## config.mk

```make
export PLATFORM = sky130hd
export DESIGN_NAME = reorder_buffer
export DESIGN_NICKNAME = d
export VERILOG_FILES = /design/src/rtl/reorder_buffer.sv
export SDC_FILE = /design/constraint.sdc
export NUM_CORES = 2
export LEC_CHECK = 0
export BUFFER_PORTS_ARGS = -buffer_cell sky130_fd_sc_hd__buf_2
export CAP_MARGIN = 15
export CORE_MARGIN = 2
export CORE_UTILIZATION = 55
export DETAILED_ROUTE_END_ITERATION = 8
export PLACE_DENSITY = 0.79
export SLEW_MARGIN = 15
export SYNTH_ARGS = -nofsm -noshare
export SYNTH_HDL_FRONTEND = slang
export SYNTH_SLANG_ARGS = --single-unit
```

## constraint.sdc

```tcl
create_clock -name clk_in -period 8.78 [get_ports clk_in]
set_input_delay 0.439 -clock clk_in [delete_from_list [all_inputs] [get_ports clk_in]]
set_output_delay 0.439 -clock clk_in [all_outputs]
set_load 0.005 [all_outputs]
```

## src/rtl/reorder_buffer.sv

```systemverilog
// Circular reorder buffer: allocates tags at issue, captures CDB results,
// retires in program order to the register file and raises a one-cycle
// flush with the redirect PC when a mispredicted control transfer retires.
// Tag 0 is reserved as "no dependency"; live tags cycle through 1..ROB_SIZE-1.
module reorder_buffer #(
  parameter int ROB_SIZE  = 16,
  parameter int ROB_WIDTH = 4
) (
  input  logic                 clk_in,
  input  logic                 rst_in,
  input  logic                 rdy_in,

  input  logic                 issue_valid,
  input  logic [4:0]           issue_rd,
  output logic                 rob_full,
  output logic [ROB_WIDTH-1:0] rob_next_index,

  input  logic                 cdb_valid,
  input  logic [ROB_WIDTH-1:0] cdb_rob_index,
  input  logic [31:0]          cdb_val,
  input  logic                 cdb_mispredict,
  input  logic [31:0]          cdb_target,

  input  logic [ROB_WIDTH-1:0] query1_index,
  input  logic [ROB_WIDTH-1:0] query2_index,
  output logic                 query1_ready,
  output logic                 query2_ready,
  output logic [31:0]          query1_val,
  output logic [31:0]          query2_val,

  output logic                 rob_to_reg_commit,
  output logic [ROB_WIDTH-1:0] rob_to_reg_rob_index,
  output logic [4:0]           rob_to_reg_index,
  output logic [31:0]          rob_to_reg_val,

  output logic                 rob_flush,
  output logic [31:0]          rob_flush_pc
);

  typedef logic [ROB_WIDTH-1:0] tag_t;

  localparam tag_t FIRST_TAG = ROB_WIDTH'(1);
  localparam tag_t LAST_TAG  = ROB_WIDTH'(ROB_SIZE - 1);

  // Pointers and occupancy
  tag_t head;
  tag_t tail;
  tag_t count;

  // Per-entry status flags (reset) and payload storage (not reset)
  logic [ROB_SIZE-1:0] busy;
  logic [ROB_SIZE-1:0] ready;
  logic [ROB_SIZE-1:0] mispredict;
  logic [4:0]          rd_mem     [ROB_SIZE];
  logic [31:0]         val_mem    [ROB_SIZE];
  logic [31:0]         target_mem [ROB_SIZE];

  logic commit_fire;
  logic flush_fire;
  logic issue_accept;
  logic cdb_hit;

  // Advance a tag, skipping the reserved tag 0 on wrap.
  function automatic tag_t wrap_inc(input tag_t t);
    return (t == LAST_TAG) ? FIRST_TAG : t + ROB_WIDTH'(1);
  endfunction

  // Operand lookup: a result on the CDB this cycle wins over the stored copy.
  function automatic logic [32:0] lookup(input tag_t        idx,
                                         input logic        bus_valid,
                                         input tag_t        bus_idx,
                                         input logic [31:0] bus_val,
                                         input logic        entry_ready,
                                         input logic [31:0] entry_val);
    if (idx == '0)                         return {1'b0, 32'h0};
    else if (bus_valid && bus_idx == idx)  return {1'b1, bus_val};
    else if (entry_ready)                  return {1'b1, entry_val};
    else                                   return {1'b0, 32'h0};
  endfunction

  // Commit looks only at registered flags, so a CDB write to the head entry
  // retires one cycle later rather than being bypassed into this edge.
  assign commit_fire    = busy[head] & ready[head];
  assign flush_fire     = commit_fire & mispredict[head];
  assign rob_full       = (count == LAST_TAG);
  assign rob_next_index = tail;
  assign issue_accept   = issue_valid & ~rob_full & ~flush_fire;
  assign cdb_hit        = cdb_valid & busy[cdb_rob_index];

  assign {query1_ready, query1_val} = lookup(query1_index, cdb_valid, cdb_rob_index, cdb_val,
                                             ready[query1_index], val_mem[query1_index]);
  assign {query2_ready, query2_val} = lookup(query2_index, cdb_valid, cdb_rob_index, cdb_val,
                                             ready[query2_index], val_mem[query2_index]);

  // Control state: pointers, count, entry flags and the registered commit/flush outputs.
  always_ff @(posedge clk_in) begin
    // NOTE: state is updated with non-blocking assignments so every read in this
    // block sees the pre-edge value, regardless of statement order.
    if (rst_in) begin
      head                 <= FIRST_TAG;
      tail                 <= FIRST_TAG;
      count                <= '0;
      busy                 <= '0;
      ready                <= '0;
      mispredict           <= '0;
      rob_to_reg_commit    <= 1'b0;
      rob_to_reg_rob_index <= '0;
      rob_to_reg_index     <= '0;
      rob_to_reg_val       <= '0;
      rob_flush            <= 1'b0;
      rob_flush_pc         <= '0;
    end else if (rdy_in) begin
      rob_to_reg_commit <= commit_fire;
      rob_flush         <= flush_fire;

      if (commit_fire) begin
        rob_to_reg_rob_index <= head;
        rob_to_reg_index     <= rd_mem[head];
        rob_to_reg_val       <= val_mem[head];
      end

      if (flush_fire) begin
        // Mispredict retires: everything younger is squashed, including
        // this cycle's issue and CDB traffic.
        rob_flush_pc <= target_mem[head];
        head         <= FIRST_TAG;
        tail         <= FIRST_TAG;
        count        <= '0;
        busy         <= '0;
        ready        <= '0;
        mispredict   <= '0;
      end else begin
        if (cdb_hit) begin
          ready[cdb_rob_index]      <= 1'b1;
          mispredict[cdb_rob_index] <= cdb_mispredict;
        end
        if (commit_fire) begin
          busy[head]       <= 1'b0;
          ready[head]      <= 1'b0;
          mispredict[head] <= 1'b0;
          head             <= wrap_inc(head);
        end
        if (issue_accept) begin
          busy[tail]       <= 1'b1;
          ready[tail]      <= 1'b0;
          mispredict[tail] <= 1'b0;
          tail             <= wrap_inc(tail);
        end
        count <= count + ROB_WIDTH'(issue_accept) - ROB_WIDTH'(commit_fire);
      end
    end
  end

  // Payload storage: destination register at issue, result and target at CDB.
  always_ff @(posedge clk_in) begin
    // NOTE: payload arrays carry no reset; the busy/ready flags gate every read,
    // so stale contents are never observed and the arrays can map to plain RAM.
    if (rdy_in) begin
      if (issue_accept) begin
        rd_mem[tail] <= issue_rd;
      end
      if (cdb_hit) begin
        val_mem[cdb_rob_index]    <= cdb_val;
        target_mem[cdb_rob_index] <= cdb_target;
      end
    end
  end

endmodule

```

After elaboration in Yosys (flattened, before gate mapping)
Memories as Yosys holds them, arrays and structs flattened. A register that Yosys moved wholly into a read port is not among the register bits.
Index checks and enable logic that the tools add are counted.

word-level totals
  register bits after elaboration = 66
  bits in writable memories = 1,104
  input port bits = 87
  output and inout bits = 146
  word-level logic and storage cells = 122
  memories = 3

operators by class
  add/subtract/negate cells = 4
  $lt $le $gt $ge = 8
  eq/ne operators = 5
  muxes and demuxes = 64
  bitwise operators = 16
  reductions and logical operators = 13

memory list
  name        words  bits a word  read ports  clocked after Yosys merged registers in  wr ports  line  source
  target_mem  16     32           1           1                                        1         56    logic [31:0] target_mem [ROB_SIZE];
  val_mem     16     32           3           1                                        1         55    logic [31:0] val_mem [ROB_SIZE];
  rd_mem      16     5            1           1                                        1         54    logic [4:0] rd_mem [ROB_SIZE];

operator list
  cell                                                         number
  two-way mux 16 bit                                           26
  two-way mux 33 bit                                           6
  bitwise AND 16 bit                                           5
  NOT 16 bit                                                   2
  OR 16 bit                                                    2
  two-way mux 4 bit                                            7
  less-than comparator 4 x 5 -> 1 bit (second input constant)  5
  binary-select mux 1 bit (select 4 bit)                       6
  bitwise mux 16 bit                                           1
  two-way mux 1 bit                                            15
  demux 1 bit (select 4 bit)                                   3
  equality test 4 bit (second input constant)                  3
  >= comparator 4 x 1 -> 1 bit (second input constant)         3
  adder 4 x 1 -> 4 bit (second input constant)                 2
  equality test 4 bit                                          2
  zero test 4 bit                                              2
  AND reduction 2 bit                                          4
  bitwise AND 1 bit                                            5
  logical AND 1 bit                                            5
  adder 4 x 1 -> 4 bit                                         1
  nonzero test 2 bit                                           2
  subtractor 4 x 1 -> 4 bit                                    1
  NOT 1 bit                                                    2

Longest topological paths before layout
  depth after elaboration = 17
  mapped depth = 14
  gate-level depth less buffers = 13

Least setup slack after synthesis
No wires, ideal clock.

  kind = input to register
  from = input port cdb_rob_index[0]
  to = register mispredict[10]
  setup time = 0.130 ns
  data arrival time = 6.277 ns
  required time = 8.650 ns
  slack = 2.373 ns
  stages = 9
  path buffers = 2
  cells stage by stage = buf_6 -> mux4_2 -> mux4_2 -> nand2b_2 -> buf_6 -> nor3_1 -> a2111oi_0 -> o21ai_1 -> o31ai_1

between the ends
  word-level cells in the longest chain between the ends = 17
  elaborated cells between the ends (all ways) = 21
  those cells by class = 2 x order compare; 15 x mux; 3 x bitwise; 1 x reduce/logical

ends and longest elaborated chain
  item                                                                                                       line  source
  start: declaration                                                                                         19    input logic [ROB_WIDTH-1:0] cdb_rob_index,
  less-than comparator 4 x 5 -> 1 bit (not written as such) or >= comparator 4 x 1 -> 1 bit (tied branches)  135   mispredict[cdb_rob_index] <= cdb_mispredict;
  logical AND 1 bit (not written as such)                                                                    135
  two-way mux 1 bit (not written as such)                                                                    135
  demux 1 bit (select 4 bit)                                                                                 135
  bitwise mux 16 bit                                                                                         135
  two-way mux 16 bit (*)                                                                                     133   if (cdb_hit) begin
  two-way mux 16 bit (*)                                                                                     122   if (flush_fire) begin
  two-way mux 16 bit (*)                                                                                     112   end else if (rdy_in) begin
  two-way mux 16 bit (*)                                                                                     99    if (rst_in) begin
  bitwise AND 16 bit (no source line)                                                                        -
  two-way mux 16 bit (*)                                                                                     137   if (commit_fire) begin
  two-way mux 16 bit (*)                                                                                     122
  two-way mux 16 bit (*)                                                                                     112
  two-way mux 16 bit (*)                                                                                     99
  bitwise AND 16 bit (no source line)                                                                        -
  two-way mux 16 bit (*)                                                                                     143   if (issue_accept) begin
  two-way mux 16 bit (*)                                                                                     122
  end signal: indexed assignment                                                                             135
  end: declaration                                                                                           53    logic [ROB_SIZE-1:0] mispredict;

Every way passes the cells marked *; elsewhere a longest branch is shown, timed or not. The select of a mux whose other input is x is not followed.
A chain may end at the register's enable or synchronous reset.

Worst setup path after layout
  from = register head[0]
  to = register rob_flush_pc[29] (read register of target_mem)

between the ends
  word-level cells in the longest chain between the ends = 5
  elaborated cells between the ends (all ways) = 9
  those cells by class = 6 x mux; 2 x bitwise; 1 x reduce/logical

ends and longest elaborated chain
  item                                     line  source
  start: declaration                       46    tag_t head;
  start signal: assignment                 141   head <= wrap_inc(head);
  binary-select mux 1 bit (select 4 bit)   83    assign commit_fire = busy[head] & ready[head];
  two-way mux 1 bit (not written as such)  83
  bitwise AND 1 bit                        83
  bitwise AND 1 bit                        84    assign flush_fire = commit_fire & mispredict[head];
  AND reduction 2 bit (no source line)     -
  end: declaration                         37    output logic [31:0] rob_flush_pc

Several ways; a longest one is shown, not always the timed one. The select of a mux whose other input is x is not followed.

==> flow_summary_export.csv <==
group,metric,value,unit
sta,slew_headroom,0.176,
sta,setup_tns,0,ns
clock_tree,postCtsSetupRepairBufs,0,
logic_synthesis,synthAdderAreaFrac,0.00324,
logic_synthesis,syn_avg_cell_area,18.8,um^2
worst_hold_path,min_to,"target_mem[4][10]",
power,combPwrFrac,0.044,
sta,hold_violations,0,
die,io_pins,233,
setup_path,rrSetupSlack,3.95,ns
die,die-area,105000,um^2
setup_path,required,9.37,ns
setup_path,worstPathArrival,5.42,ns
sta,fmax,207,MHz
logic_synthesis,synth_compound_area_frac,0.0301,
placement,post-dp-hpwl,85.7,mm
sta,worstMarginPinSlew,1.24,ns
clock_tree,cts_buffers,131,
logic_synthesis,synth.ff_latch_count,1239,
sta,drv_slew,0,
cells_and_area,final_area,63300,um^2
logic_synthesis,synthSimpleGateAreaFrac,0.0349,
setup_path,critPathMaxFanout,110,
cells_and_area,fillers,6868,
global_routing,antenna_found_initial,16,
power,p_seq_frac,0.512,
worst_hold_path,whs_path_depth,1,
clock_tree,cts_buffer_depth,3,
logic_synthesis,netlist_top_cells_area,"edfxtp_1, mux4_2, dfxtp_1, nand2_1, a21oi_1",
logic_synthesis,synth_mux_area_frac,0.274,
logic_synthesis,yosys_warnings,0,
routing,drcViolationCount,0,
logic_synthesis,synth_top_family_by_area,"multiplexers",
clock_tree,cts_sinks,1239,
power,leakagePower,20.2,nW
global_routing,grt_pass1_wl,230,mm
die,die_h,324,um
setup_path,reg2reg_depth,7,
power,power.share.clock,0.444,
die,row_count,117,
logic_synthesis,yosys_most_used_dff,"edfxtp_1",
logic_synthesis,ys_seq_area_frac,0.636,
logic_synthesis,syn-num-nets,3096,
logic_synthesis,synth_common_cells,"edfxtp_1, mux4_2, nand2_1",
run_status,status,"finished clean",
setup_path,r2r-start,"head[0]",
logic_synthesis,synth_xor_area_frac,0.00155,
worst_hold_path,min_path_type,"primary input to flop",
clock_tree,clkLatencyLatePin,0.75,ns
routing,finalWirelength,159,mm
logic_synthesis,yosys.area.top_type,"edfxtp_1",
clock_tree,htree_levels,4,
routing,wl_per_cell,33.9,um
sta,fin_crit,4.83,ns
power,switching_share,0.214,
flow_run,maxCapViolCount,0,
die,coreArea,102000,um^2
die,start_util,0.554,
power,switchingPower,0.00268,W
setup_path,setup.worst_path.start_class,"flop",
logic_synthesis,ys_async_sr_fraction,0,
logic_synthesis,synth_top_area_share,0.588,
clock_tree,clock_tree.root_cell,"clkbuf_16",
power,p_int,0.00985,W
logic_synthesis,synthCells,2995,
setup_path,critPathMaxStageDelay,0.95,ns
logic_synthesis,synth-edff-count,1104,
placement,io_buffers,232,
setup_path,cp-end-kind,"flop",
logic_synthesis,synth_cell_types,58,
global_routing,grt_overflow,0,
die,die-width,324,um
clock_tree,cts_tree,"built",
routing,drtAntennaViolNets,0,
sta,setup_viol,0,
setup_path,cp_slowest_cell,"buf_4",
clock_tree,clk_pin_slew_worst_paths,0.06,ns
logic_synthesis,synth.most_common_cell,"edfxtp_1",
global_routing,grt_pass1_vias,33945,
cells_and_area,drive_gt1_frac,0.362,
cells_and_area,finalNetCount,3294,
routing,drt-pass1-iter-count,6,
routing,vias_per_cell,7.18,
setup_path,cp_cell_sequence,"buf_12, buf_4, buf_4, mux4_2, mux4_2, nand2_1, a21oi_1",
routing,drt_iter0_markers,5027,
setup_path,critPathLaunch,"head[0]",
sta,period_share,0.550,
global_routing,grt_max_degree,172,
sta,rsz0062_at_grt,"no",
power,powerDensity,198,nW/um^2
worst_hold_path,hold_start,"cdb_target[10]",
placement,place_area,59000,um^2
clock_tree,cts_hold_buf,0,
global_routing,track_usage,0.306,
routing,via_count,33535,
placement,gp_congestion,0.884,
cells_and_area,syn_to_final_growth,12.3,%
logic_synthesis,netlist_area,56400,um^2
clock_tree,cts_resized,0,
setup_path,r2r_end,"rob_flush_pc[29]",
power,vdd_drop_max,0.205,mV
setup_path,crit_type,"flop to flop",
sta,skew,0.0408,ns
-- worst max-delay path: cells and delay by family, from the launching register on --
family,cells,cell delay [ns]
compound gates,1,0.08
buf+inv,3,2.53
flops,1,0.71
mux,2,1.12
simple gates,1,0.10
-- cells in the final DEF (no fill, tap or decap), types with 38 or more instances in the layout --
cell type	instances
dfxtp_1	131
nand2_1	325
inv_1	39
mux4_2	681
nand3_1	42
buf_4	64
clkbuf_1	38
edfxtp_1	1104
a21oi_1	180
buf_2	227
clkbuf_16	133
-- area by class of cell --
class,count,area (um^2),share of cell area
Sequential cell,1239,35900,0.566
Multi-Input combinational cell,1483,19600,0.309
Clock buffer,175,3530,0.0557
Timing Repair Buffer,298,1730,0.0274
Tap cell,1368,1710,0.0270
Clock inverter,63,766,0.0121
Inverter,40,150,0.00237
Antenna cell,6,15.0,0.000237
-- how the worst max path moves through the flow --
stage,endpoint,slack [ns],cells after the start
2_1_floorplan,mispredict[10],2.37,9
3_3_place_gp,rob_flush_pc[27],3.85,7
3_5_place_dp,rob_flush_pc[28],3.75,7
4_1_cts,rob_flush_pc[29],3.70,7
5_1_grt,rob_flush_pc[29],3.41,7
6_report,rob_flush_pc[29],3.95,7
-- registers in the layout (all words and copies together) (netlist names), 5 cells and up --
register	flops
ready	16
target_mem	512
val_mem	512
rd_mem	80
rob_flush_pc	32
mispredict	16
busy	16
rob_to_reg_val	32
rob_to_reg_index	5
-- power by group through the flow --
stage | registers, W | clock network (W) | logic (W)
2_1_floorplan | 0.00655 | 0 | 0.000313
3_3_place_gp | 0.00654 | 0 | 0.000522
3_5_place_dp | 0.00654 | 0 | 0.000539
4_1_cts | 0.00642 | 0.00560 | 0.000543
5_1_grt | 0.00641 | 0.00583 | 0.000579
6_report | 0.00642 | 0.00556 | 0.000550
-- per-layer routing --
layer / GRT usage / routed length [um] / share of wire / up-vias
met2: 0.491 / 78200 / 0.49 / 2742
met4: 0.124 / 6340 / 0.040 / 18
li1: - / - / - / 12937
met5: 0 / 114 / 0.00072 / -
met1: 0.402 / 54000 / 0.34 / 17350
met3: 0.0820 / 19800 / 0.12 / 488
-- stage by stage --
| stage | utilization | instances | setup WS [ns] | hold slack (ns) | power, W |
|---|---|---|---|---|---|
| global placement | 0.580 | 4427 | 3.85 | 0.443 | 0.00706 |
| global route | 0.622 | 4669 | 3.41 | 0.0437 | 0.0128 |
| finish | 0.623 | 4672 | 3.95 | 0.0526 | 0.0125 |
| CTS | 0.622 | 4665 | 3.70 | 0.0190 | 0.0126 |
| detailed placement | 0.580 | 4427 | 3.75 | 0.446 | 0.00708 |
| floorplan | - | 2995 | 2.37 | 0.442 | 0.00686 |
-- logic make-up (layout without fill, tap and decap cells) --
logic type / Yosys count / after routing
xor gates and xnor gates: 10 / 10
other: 0 / 6
DFF: 1239 / 1239
AOI/OAI and AO/OA: 301 / 301
adders and majority gates: 14 / 14
and+or+nand+nor: 469 / 469
buffers and inverters: 273 / 576
muxes: 689 / 689
No activity file was read; power rests on OpenSTA's default activity.
